[config.mk]
export PLATFORM = sky130hd
export DESIGN_NAME = uart_transceiver
export DESIGN_NICKNAME = d
export VERILOG_FILES = /design/src/rtl/uart_transceiver.sv
export SDC_FILE = /design/constraint.sdc
export NUM_CORES = 1
export LEC_CHECK = 0
export ABC_AREA = 0
export BUFFER_PORTS_ARGS = -buffer_cell sky130_fd_sc_hd__buf_2
export CAP_MARGIN = 20
export CORE_MARGIN = 1
export CORE_UTILIZATION = 55
export DETAILED_ROUTE_END_ITERATION = 8
export GPL_ROUTABILITY_DRIVEN = 0
export PLACE_DENSITY = 0.72
export SLEW_MARGIN = 30
export SYNTH_ARGS = -nofsm -noshare
export SYNTH_HDL_FRONTEND = slang
export SYNTH_SLANG_ARGS = --single-unit
[constraint.sdc]
create_clock -name clk -period 5.05 [get_ports clk]
set_clock_uncertainty 0.2 [all_clocks]
set_input_delay 0.2525 -clock clk [delete_from_list [all_inputs] [get_ports clk]]
set_output_delay 0.2525 -clock clk [all_outputs]
set_load 0.02 [all_outputs]
[src/rtl/uart_transceiver.sv]
// Full-duplex UART: single-entry valid/ready TX and a FIFO-buffered RX path.
// Optional even parity in both directions when UART_PARITY_EN is defined.
module uart_transceiver #(
    parameter int CLK_FREQ_HZ   = 100_000_000,
    parameter int BAUD_RATE     = 115_200,
    parameter int DATA_WIDTH    = 8,
    parameter int RX_FIFO_DEPTH = 16
) (
    input  logic                  clk,
    input  logic                  rst,
    input  logic                  rx,
    output logic                  tx,
    input  logic [DATA_WIDTH-1:0] tx_data,
    input  logic                  tx_valid,
    output logic                  tx_ready,
    output logic [DATA_WIDTH-1:0] rx_data,
    output logic                  rx_valid,
    input  logic                  rx_ready,
    output logic                  rx_overflow,
    output logic                  rx_frame_err
);
    localparam int CLKS_PER_BIT = (CLK_FREQ_HZ + BAUD_RATE / 2) / BAUD_RATE;
    localparam int CNT_W = $clog2(CLKS_PER_BIT);
    localparam int IDX_W = $clog2(DATA_WIDTH);
    localparam int AW    = $clog2(RX_FIFO_DEPTH);
    localparam logic [CNT_W-1:0] BIT_END  = CNT_W'(CLKS_PER_BIT - 1);
    localparam logic [CNT_W-1:0] HALF_END = CNT_W'(CLKS_PER_BIT / 2 - 1);
    localparam logic [IDX_W-1:0] LAST_IDX = IDX_W'(DATA_WIDTH - 1);

    typedef enum logic [2:0] {
        S_IDLE,
        S_START,
        S_DATA,
`ifdef UART_PARITY_EN
        S_PARITY,
`endif
        S_STOP
    } state_t;

`ifdef UART_PARITY_EN
    function automatic logic even_parity(input logic [DATA_WIDTH-1:0] d);
        return ^d;
    endfunction
`endif

    // Transmitter
    state_t                tx_state, tx_state_n;
    logic [CNT_W-1:0]      tx_cnt;
    logic [IDX_W-1:0]      tx_idx;
    logic [DATA_WIDTH-1:0] tx_shreg;
    logic                  tx_q;
    logic                  tx_bit_done;
    logic                  tx_last_fill;
`ifdef UART_PARITY_EN
    logic                  tx_par;
    assign tx_last_fill = tx_par;
`else
    assign tx_last_fill = 1'b1;
`endif

    assign tx          = tx_q;
    assign tx_ready    = (tx_state == S_IDLE);
    assign tx_bit_done = (tx_cnt == BIT_END);

    always_comb begin
        tx_state_n = tx_state;
        case (tx_state)
            S_IDLE:   if (tx_valid) tx_state_n = S_START;
            S_START:  if (tx_bit_done) tx_state_n = S_DATA;
`ifdef UART_PARITY_EN
            S_DATA:   if (tx_bit_done && tx_idx == LAST_IDX) tx_state_n = S_PARITY;
            S_PARITY: if (tx_bit_done) tx_state_n = S_STOP;
`else
            S_DATA:   if (tx_bit_done && tx_idx == LAST_IDX) tx_state_n = S_STOP;
`endif
            S_STOP:   if (tx_bit_done) tx_state_n = S_IDLE;
            default:  tx_state_n = S_IDLE;
        endcase
    end

    always_ff @(posedge clk or posedge rst) begin
        if (rst) tx_state <= S_IDLE;
        else     tx_state <= tx_state_n;
    end

    always_ff @(posedge clk or posedge rst) begin
        if (rst) begin
            tx_cnt <= '0;
            tx_idx <= '0;
            tx_q   <= 1'b1;
        end else if (tx_state == S_IDLE) begin
            tx_cnt <= '0;
            tx_idx <= '0;
            if (tx_valid) tx_q <= 1'b0;
        end else if (tx_bit_done) begin
            tx_cnt <= '0;
            case (tx_state)
                S_START: tx_q <= tx_shreg[0];
                S_DATA: begin
                    tx_idx <= tx_idx + 1'b1;
                    tx_q   <= (tx_idx == LAST_IDX) ? tx_last_fill : tx_shreg[1];
                end
                default: tx_q <= 1'b1;
            endcase
        end else begin
            tx_cnt <= tx_cnt + 1'b1;
        end
    end

    always_ff @(posedge clk) begin
        if (tx_state == S_IDLE && tx_valid) begin
            tx_shreg <= tx_data;
`ifdef UART_PARITY_EN
            tx_par   <= even_parity(tx_data);
`endif
        end else if (tx_state == S_DATA && tx_bit_done) begin
            tx_shreg <= tx_shreg >> 1;
        end
    end

    // Receiver: synchroniser, then bit-centre sampling FSM
    logic rx_sync_p0, rx_sync_p1, rx_prev;

    always_ff @(posedge clk or posedge rst) begin
        if (rst) begin
            rx_sync_p0 <= 1'b1;
            rx_sync_p1 <= 1'b1;
            rx_prev    <= 1'b1;
        end else begin
            rx_sync_p0 <= rx;
            rx_sync_p1 <= rx_sync_p0;
            rx_prev    <= rx_sync_p1;
        end
    end

    state_t                rx_state, rx_state_n;
    logic [CNT_W-1:0]      rx_cnt;
    logic [IDX_W-1:0]      rx_idx;
    logic [DATA_WIDTH-1:0] rx_shreg;
    logic                  rx_bit_done, stop_sample, frame_ok, push_req, push, pop, full;
    logic [AW:0]           wptr, rptr;
    logic [DATA_WIDTH-1:0] mem [RX_FIFO_DEPTH];
`ifdef UART_PARITY_EN
    logic                  rx_par_err;
    assign frame_ok = rx_sync_p1 && !rx_par_err;
`else
    assign frame_ok = rx_sync_p1;
`endif

    assign rx_bit_done = (rx_state == S_START) ? (rx_cnt == HALF_END) : (rx_cnt == BIT_END);
    assign stop_sample = (rx_state == S_STOP) && rx_bit_done;
    assign push_req    = stop_sample && frame_ok;
    assign rx_valid    = (wptr != rptr);
    assign pop         = rx_valid && rx_ready;
    assign full        = ((wptr ^ rptr) == {1'b1, {AW{1'b0}}});
    // A pop in the same cycle frees the slot, so a full FIFO still accepts the push.
    assign push        = push_req && (!full || pop);
    assign rx_data     = rx_valid ? mem[rptr[AW-1:0]] : '0;

    always_comb begin
        rx_state_n = rx_state;
        case (rx_state)
            S_IDLE:   if (rx_prev && !rx_sync_p1) rx_state_n = S_START;
            S_START:  if (rx_bit_done) rx_state_n = rx_sync_p1 ? S_IDLE : S_DATA;
`ifdef UART_PARITY_EN
            S_DATA:   if (rx_bit_done && rx_idx == LAST_IDX) rx_state_n = S_PARITY;
            S_PARITY: if (rx_bit_done) rx_state_n = S_STOP;
`else
            S_DATA:   if (rx_bit_done && rx_idx == LAST_IDX) rx_state_n = S_STOP;
`endif
            S_STOP:   if (rx_bit_done) rx_state_n = S_IDLE;
            default:  rx_state_n = S_IDLE;
        endcase
    end

    always_ff @(posedge clk or posedge rst) begin
        if (rst) rx_state <= S_IDLE;
        else     rx_state <= rx_state_n;
    end

    always_ff @(posedge clk or posedge rst) begin
        if (rst) begin
            rx_cnt       <= '0;
            rx_idx       <= '0;
            rx_frame_err <= 1'b0;
            rx_overflow  <= 1'b0;
            wptr         <= '0;
            rptr         <= '0;
`ifdef UART_PARITY_EN
            rx_par_err   <= 1'b0;
`endif
        end else begin
            rx_frame_err <= stop_sample && !frame_ok;
            rx_overflow  <= push_req && full && !pop;
            if (rx_state == S_IDLE || rx_bit_done) rx_cnt <= '0;
            else                                   rx_cnt <= rx_cnt + 1'b1;
            if (rx_state == S_IDLE)                    rx_idx <= '0;
            else if (rx_state == S_DATA && rx_bit_done) rx_idx <= rx_idx + 1'b1;
`ifdef UART_PARITY_EN
            if (rx_state == S_PARITY && rx_bit_done)
                rx_par_err <= rx_sync_p1 ^ even_parity(rx_shreg);
`endif
            if (push) wptr <= wptr + 1'b1;
            if (pop)  rptr <= rptr + 1'b1;
        end
    end

    always_ff @(posedge clk) begin
        if (rx_state == S_DATA && rx_bit_done)
            rx_shreg <= {rx_sync_p1, rx_shreg[DATA_WIDTH-1:1]};
        if (push)
            mem[wptr[AW-1:0]] <= rx_shreg;
    end
endmodule

==> impl_metrics.ini, run 1 <==
[grt]
grt_overflow_total = 0
grt_pass1_vias = 4302
grt_pass1_wl_um = 23320
antenna_found_initial = 0
grt_max_degree = 47
track_usage = 0.2176

[power]
totalPowerFinal_mw = 4.001
power_leakage_nw = 3.185
peakVddDrop_v = 0.0002627
power_density_nw_per_um2 = 448.0

[floorplanning]
num_io_pins = 26
fp-row-count = 43
core_um2 = 13990
die_h_um = 122.3
dieArea_um2 = 14950
die_w_um = 122.3
start_util = 0.5689

[setup_path]
required_ns = 4.91
start_kind = flip-flop
path_class = reg -> reg
r2r_setup_slack_ns = 1.63
crit_fanout = 14
arrival_ns = 3.27
r2r_start = rx_state[1]
crit_path_end_kind = flip-flop
worstRegToRegCells = 5
startpoint = rx_state[1]

[sta]
max_slew_margin = 0.3872
tightest_slew_ns = 0.9159
fin_crit_sh = 0.6764
setup_violations = 0
hold_viol = 0
fmax_ghz = 0.2928
setup_ws_ns = 1.634
fin_crit_ns = 3.416
setup_tns_ns = 0
rsz0062_at_grt = false
whs_ns = 0.07423
drv_slew = 0

[synth]
synth_seq_cells = 190
syn_area_per_cell_um2 = 16.72
synth_common_cells = edfxtp_1, dfrtp_1, mux4_2, nor2_1, xnor2_1
synth_edf_count = 144
yosys_warnings = 0
synth_area_leaders = edfxtp_1, dfrtp_1, mux4_2
synth_top_area_cell = edfxtp_1
synth_fp_nets = 504
synth.most_common_cell = edfxtp_1
synthArstFlopShare = 0.2421
synth_top_area_share = 0.5434
synthFlopType = edfxtp_1
syn_inst = 476
syn-cell-area_um2 = 7958
ys_seq_area_frac = 0.6887
synth.distinct_cells = 47

[placed_design]
place_area_um2 = 8248
preCtsSetupSlack_ns = 1.296
portBuffers = 25
dp_hpwl_um = 9498
dp.cells = 665

[drt]
vias_per_cell = 5.894
drcViolationCount = 0
wl_per_cell_um = 20.88
ant_nets = 0
totalWireLength_um = 14780
first_pass_iters = 4
vias = 4173
drtIter0Drc = 290

[cells_and_area]
multi_input_area_um2 = 2347
fin_area_um2 = 8931
fin_cells = 708
nets = 544
antennaDiodeCount = 0
area_growth_pct = 12.23
seq_area_um2 = 5482
drive_above_1_share = 0.2159
utilization = 0.6385
nFillCells = 997

[clocking]
cts_tree = yes
clkLatencyLatePin_ns = 0.42
cts-buffers-inserted = 17
post_cts_buffers = 0
cts.clk_slew.worst_paths_ns = 0.06
cts.htree.levels = 4
cts_sinks = 190
root_buffer = clkbuf_16
cts_max_path_buffers = 2

[worst_hold_path]
hp-start = tx_valid
whs_path_depth = 3
hold_class = in -> reg

[run]
drv_cap = 0

[outcome]
status = complete, no violations
## where the power goes
group | switching [mW] | total (mW) | internal [mW] | leakage, nW
sequential | 0.100 | 1.81 | 1.71 | 1.84
clock | 0.545 | 1.26 | 0.719 | 0.269
combinational | 0.482 | 0.923 | 0.441 | 1.08
## registers in the layout (all words and copies together) (netlist names), 2 cells and up
register / flops
rx_state: 2
rptr: 5
tx_cnt: 10
tx_shreg: 8
wptr: 5
tx_state: 2
rx_shreg: 8
rx_cnt: 10
tx_idx: 3
mem: 128
rx_idx: 3
## what timing repair did
action,in CTS,in global routing
hold buffers,12,0
gates resized for setup,0,0
hold endpoints to repair,53,0
## cell families after synthesis
group | synth area share
flip-flops | 0.6887
multiplexers | 0.1215
adder cells (fa/ha/maj) | 0.02358
AND/OR/NAND/NOR | 0.08569
AO/OA/AOI/OAI | 0.02988
buffers and inverters | 0.01761
XOR/XNOR | 0.03302
## path summary, 6_finish.rpt
kind                          endpoint
max                          mem[3][6]
min                        tx_state[0]
max reg2reg                  mem[3][6]
min reg2reg                   frame_ok
max in group asynchronous      rptr[0]
min in group asynchronous    tx_cnt[7]
## routing by layer
| metal | up-vias | track usage | routed length (um) |
|---|---|---|---|
| met5 | - | 0 | 0 |
| met4 | 0 | 0.08765 | 137 |
| met3 | 15 | 0.03810 | 483 |
| met2 | 92 | 0.3620 | 7720 |
| met1 | 2169 | 0.2857 | 6440 |
| li1 | 1897 | - | - |
## final cells by class
class                   instances  share of cell area
clock buffers                  18             0.04805
clock inverters                13             0.01373
inverters                      13            0.005604
multi-input cells             253              0.2628
flip-flops and latches        190              0.6138
well taps                     180             0.02522
repair buffers                 41             0.03082
## layout by cell type (no fill, tap or decap), drive strengths merged, types with 2 or more instances in the layout
cell type / Yosys / layout
edfxtp: 144 / 144
dfrtp: 42 / 42
mux4: 32 / 32
nor2: 31 / 31
buf: 9 / 29
xnor2: 20 / 20
clkbuf: 11 / 18
a211oi: 16 / 16
and2: 15 / 15
nand3: 15 / 15
ha: 15 / 15
nand2: 14 / 14
inv: 13 / 14
mux2: 13 / 13
dlygate4sd3: 0 / 12
xor2: 10 / 10
mux2i: 10 / 10
nor2b: 10 / 10
clkinv: 0 / 8
and3: 7 / 7
nor4: 6 / 6
nor3b: 5 / 5
nand4: 5 / 5
dfstp: 4 / 4
nor3: 4 / 4
a22o: 3 / 3
nand2b: 3 / 3
o21ai: 3 / 3
a21oi: 2 / 2
bufinv: 0 / 2
clkinvlp: 0 / 2
or2: 2 / 2
## critical path, stage by stage, from the launching register on
cell and delay [ns]:
dfrtp_1 0.51, nand2b_4 0.20, or4_4 0.49, a21oi_1 0.70
nand3_1 0.36, nor3_2 0.58
No activity file was read; power rests on OpenSTA's default activity.
==> inputs of run 2 (changes only) <==
- clock period: 5.05 -> 3.6 ns (I/O delays scaled with it)
==> impl_metrics.ini, run 2 (synthesis gave the netlist of run 1 again) <==
[drt]
first_pass_iters = 5
vias_per_cell = 5.864
totalWireLength_um = 15250
vias = 4193
ant_nets = 0
wl_per_cell_um = 21.32
drcViolationCount = 0
drtIter0Drc = 388

[floorplanning]
num_io_pins = 26
core_um2 = 13990
dieArea_um2 = 14950
die_h_um = 122.3
start_util = 0.5689
die_w_um = 122.3
fp-row-count = 43

[clocking]
cts_tree = yes
cts.htree.levels = 4
post_cts_buffers = 0
cts_max_path_buffers = 2
root_buffer = clkbuf_16
cts.clk_slew.worst_paths_ns = 0.07
cts_sinks = 190
cts_resized = 0
clkLatencyLatePin_ns = 0.44
cts-buffers-inserted = 17
hold_buffers = 13

[sta]
tightest_slew_ns = 0.7827
fin_crit_ns = 2.988
hold_viol = 0
fmax_ghz = 0.3346
max_slew_margin = 0.4776
setup_tns_ns = 0
whs_ns = 0.1608
rsz0062_at_grt = false
drv_slew = 0
fin_crit_sh = 0.8301
setup_violations = 0

[grt]
antenna_found_initial = 0
met2_usage = 0.3588
grt_overflow_total = 0
top_usage_layer = met2
grt_pass1_wl_um = 24160
globalRouteMet3Util = 0.04879
grt_pass1_vias = 4283
grtUsageMet1 = 0.3158
grt_max_degree = 47
track_usage = 0.2287

[setup_path]
required_ns = 3.22
r2r_start = rx_state[0]
start_kind = flip-flop
crit_path_end_kind = output port
worstRegToRegCells = 5
path_delay_family = flip-flops
r2r_setup_slack_ns = 0.69
path_class = reg -> out
crit_path_frequent_cell = a211oi_1
slowest_stage = dfrtp_2
r2r_end = mem[0][6]
cpPeakStageDelay_ns = 0.63
path_cells = buf_12 -> mux4_2 -> nor2b_1 -> a211oi_1 -> a211oi_1 -> buf_2
crit_fanout = 25
cp_num_buf_inv = 2
arrival_ns = 2.61

[cells_and_area]
drive_above_1_share = 0.2243
final_cell_mix = edfxtp_1, dfrtp_1, mux4_2
area_growth_pct = 12.99
antennaDiodeCount = 0
multi_input_area_um2 = 2337
nets = 550
seq_area_um2 = 5482
nFillCells = 988
final_common_cell = edfxtp_1
largest_reg_flops = 128

[worst_hold_path]
whs_path_depth = 0
hold_class = reg -> reg
hp-start = rx_sync_p0
hold-path-endpoint = frame_ok

[power]
peakVddDrop_v = 0.0003755
power_density_nw_per_um2 = 626.2
power_leakage_nw = 3.223

[placed_design]
dp_hpwl_um = 9971
portBuffers = 25

[run]
drv_cap = 0

[outcome]
status = complete, no violations
## run 2: worst max path at each step
stage	slack (ns)	startpoint	cells after the start	end
detailed placement	0.70	rx_state[0]	5	mem[0][5]
global route	0.43	rptr[0]	6	rx_data[1]
global placement	0.79	rx_state[0]	5	mem[0][0]
finish	0.61	rptr[0]	6	rx_data[6]
floorplan	0.75	rx_state[1]	6	mem[7][0]
CTS	0.55	rptr[0]	6	rx_data[6]
## run 2: per-layer routing
layer / up-vias / wire [um]
li1: 1912 / -
met1: 2116 / 6592
met2: 148 / 7488
met3: 17 / 917
met4: 0 / 248
met5: - / 0
## run 2: stage by stage
step,util,total power [mW],cells,setup WS [ns],instance area [um^2]
5_1_grt,0.6428,5.871,715,0.4312,8991
3_3_place_gp,0.5932,3.873,670,0.7897,8298
2_1_floorplan,-,3.553,476,0.7504,7958
3_5_place_dp,0.5932,3.902,670,0.6978,8298
6_report,0.6428,5.630,715,0.6115,8991
4_1_cts,0.6427,5.683,715,0.5472,8990
## run 2: cell type report
| class | instances | share of cell area |
|---|---|---|
| Timing Repair Buffer | 47 | 0.03729 |
| Tap cell | 180 | 0.02505 |
| Sequential cell | 190 | 0.6097 |
| Clock buffer | 17 | 0.04731 |
| Inverter | 13 | 0.005566 |
| Clock inverter | 15 | 0.01517 |
| Multi-Input combinational cell | 253 | 0.2599 |
## run 2: power by group
group          leakage [nW]  total, mW  switching [mW]  internal, mW
Combinational          1.11       1.30           0.667         0.637
Clock                 0.276       1.78           0.821         0.963
Sequential             1.84       2.54           0.139          2.40
==> inputs of run 3 (changes only) <==
- ABC_AREA: 0 -> 1
- clock period: 3.6 -> 2.88 ns (I/O delays scaled with it)
==> impl_metrics.ini, run 3 <==
[clocking]
root_buffer = clkbuf_16
cts_max_path_buffers = 2
cts.clk_slew.worst_paths_ns = 0.07
cts_sinks = 190
clkLatencyLatePin_ns = 0.44
cts-buffers-inserted = 17
cts.htree.levels = 4
cts_tree = yes
post_cts_buffers = 0

[cells_and_area]
drive_above_1_share = 0.1199
area_growth_pct = 12.74
final_cell_mix = nor2_1, edfxtp_1, o21ai_0
final_common_cell = nor2_1
nets = 782
largest_reg_flops = 128
antennaDiodeCount = 0
nFillCells = 1060

[grt]
grt_max_degree = 68
grt_pass1_wl_um = 26970
antenna_found_initial = 0
grt_overflow_total = 0
track_usage = 0.2453
grt_pass1_vias = 5157

[synth]
synthFlopType = edfxtp_1
synth_top_area_share = 0.5361
synth_area_leaders = edfxtp_1, dfrtp_1, nor2_1
syn_area_per_cell_um2 = 11.34
syn_inst = 711
ys_seq_area_frac = 0.6795
synth_fp_nets = 739
synthArstFlopShare = 0.2421
synth_top_area_cell = edfxtp_1
synth_common_cells = nor2_1, edfxtp_1, o21ai_0, nand2_1, inv_1
synth.most_common_cell = nor2_1
synth_seq_cells = 190
yosys_warnings = 0
syn-cell-area_um2 = 8065
synth.distinct_cells = 34
synth_edf_count = 144

[setup_path]
r2r_end = mem[4][2]
required_ns = 2.54
worstRegToRegCells = 9
path_class = reg -> out
crit_path_end_kind = output port
r2r_setup_slack_ns = 0.35
arrival_ns = 2.35
start_kind = flip-flop
crit_fanout = 28
r2r_start = rx_cnt[5]

[sta]
setup_violations = 0
fmax_ghz = 0.3710
tightest_slew_ns = 0.8197
drv_slew = 0
rsz0062_at_grt = false
hold_viol = 0
setup_tns_ns = 0
fin_crit_ns = 2.695
max_slew_margin = 0.4535
fin_crit_sh = 0.9359

[drt]
totalWireLength_um = 17060
first_pass_iters = 5
wl_met2_um = 8190
wl_per_cell_um = 18.01
wl_met3_um = 1144
drcViolationCount = 0
met1_length_um = 7365
highest_layer = met4
ant_nets = 0
drtIter0Drc = 585
vias_per_cell = 5.631
vias = 5333

[run]
drv_cap = 0

[power]
power.internal_mw = 5.100
power_frac_comb = 0.306
peakVddDrop_v = 0.0005386
power_leakage_nw = 3.430
power_density_nw_per_um2 = 873.7
p_seq_frac = 0.413
switchingPower_mw = 2.843
p_clk_frac = 0.281
totalPowerFinal_mw = 7.944
swShare = 0.3579

[floorplanning]
core_um2 = 14100
die_h_um = 123.1
start_util = 0.5722
die_w_um = 123.1
fp-row-count = 43
num_io_pins = 26
dieArea_um2 = 15150

[worst_hold_path]
hold_class = in -> async

[placed_design]
dp_hpwl_um = 10960
portBuffers = 25

[outcome]
status = complete, no violations
## run 3: routing by layer
| layer | track usage | up-vias |
|---|---|---|
| li1 | - | 2558 |
| met1 | 0.3373 | 2556 |
| met2 | 0.3845 | 194 |
| met5 | 0 | - |
| met3 | 0.04982 | 25 |
| met4 | 0.1002 | 0 |
## run 3: what timing repair did
action,CTS,global route
gates resized for setup,0,2
hold buffers,12,0
setup endpoints to repair,0,4
hold endpoints to repair,38,0
## run 3: power groups by stage
stage	Clock (mW)	Combinational (mW)	Sequential [mW]
final	2.23	2.43	3.28
after global routing	2.35	2.71	3.31
after CTS	2.25	2.42	3.28
after detailed placement	0	2.38	3.33
after global placement	0	2.33	3.32
after floorplan	0	1.75	3.27
## run 3: critical path, cell delays in order (launching register included)
cell	delay (ns)
dfrtp_2	0.58
buf_6	0.29
nor2_1	0.08
nor2_1	0.11
o21ai_0	0.18
o211ai_1	0.13
nand3_1	0.16
a31oi_1	0.18
buf_2	0.19
## run 3: through the flow
| step | setup WS (ns) | area, um^2 | hold WS [ns] | cells | util |
|---|---|---|---|---|---|
| 2_1_floorplan | 0.5688 | 8065 | -0.05152 | 711 | - |
| 3_3_place_gp | 0.4799 | 8403 | 0.01544 | 903 | 0.5961 |
| 3_5_place_dp | 0.3483 | 8403 | 0.02390 | 903 | 0.5961 |
| 4_1_cts | 0.06970 | 9085 | 0.1066 | 947 | 0.6445 |
| 5_1_grt | 0.01769 | 9092 | 0.1495 | 947 | 0.6450 |
| 6_report | 0.1847 | 9092 | 0.08641 | 947 | 0.6450 |
## run 3: worst max-delay path by stage
| stage | startpoint | end |
|---|---|---|
| 6_report | rptr[0] | rx_data[3] |
| 5_1_grt | rptr[3] | rx_data[4] |
| 4_1_cts | rptr[0] | rx_data[3] |
| 3_5_place_dp | rx_cnt[5] | mem[2][3] |
| 3_3_place_gp | rx_cnt[5] | mem[10][7] |
| 2_1_floorplan | rx_cnt[5] | mem[11][0] |
## run 3: final cells by class
type	count	area, um^2	share of cell area
clock buffers	17	425.4	0.04679
clock inverters	15	136.4	0.01500
inverters	48	185.2	0.02037
multi-input cells	448	2295	0.2524
flip-flops and latches	190	5483	0.6030
well taps	180	225.2	0.02477
repair buffers	49	342.8	0.03770
## run 3: kinds of logic (layout without fill, tap and decap cells)
| logic type | after synthesis | count (layout) | share of synthesized area |
|---|---|---|---|
| buffers and inverters | 73 | 129 | 0.03599 |
| flip-flops | 190 | 190 | 0.6795 |
| AO/OA/AOI/OAI | 139 | 139 | 0.09308 |
| XOR/XNOR | 14 | 14 | 0.01520 |
| adder cells (fa/ha/maj) | 15 | 15 | 0.02327 |
| multiplexers | 6 | 6 | 0.008377 |
| AND/OR/NAND/NOR | 274 | 274 | 0.1446 |
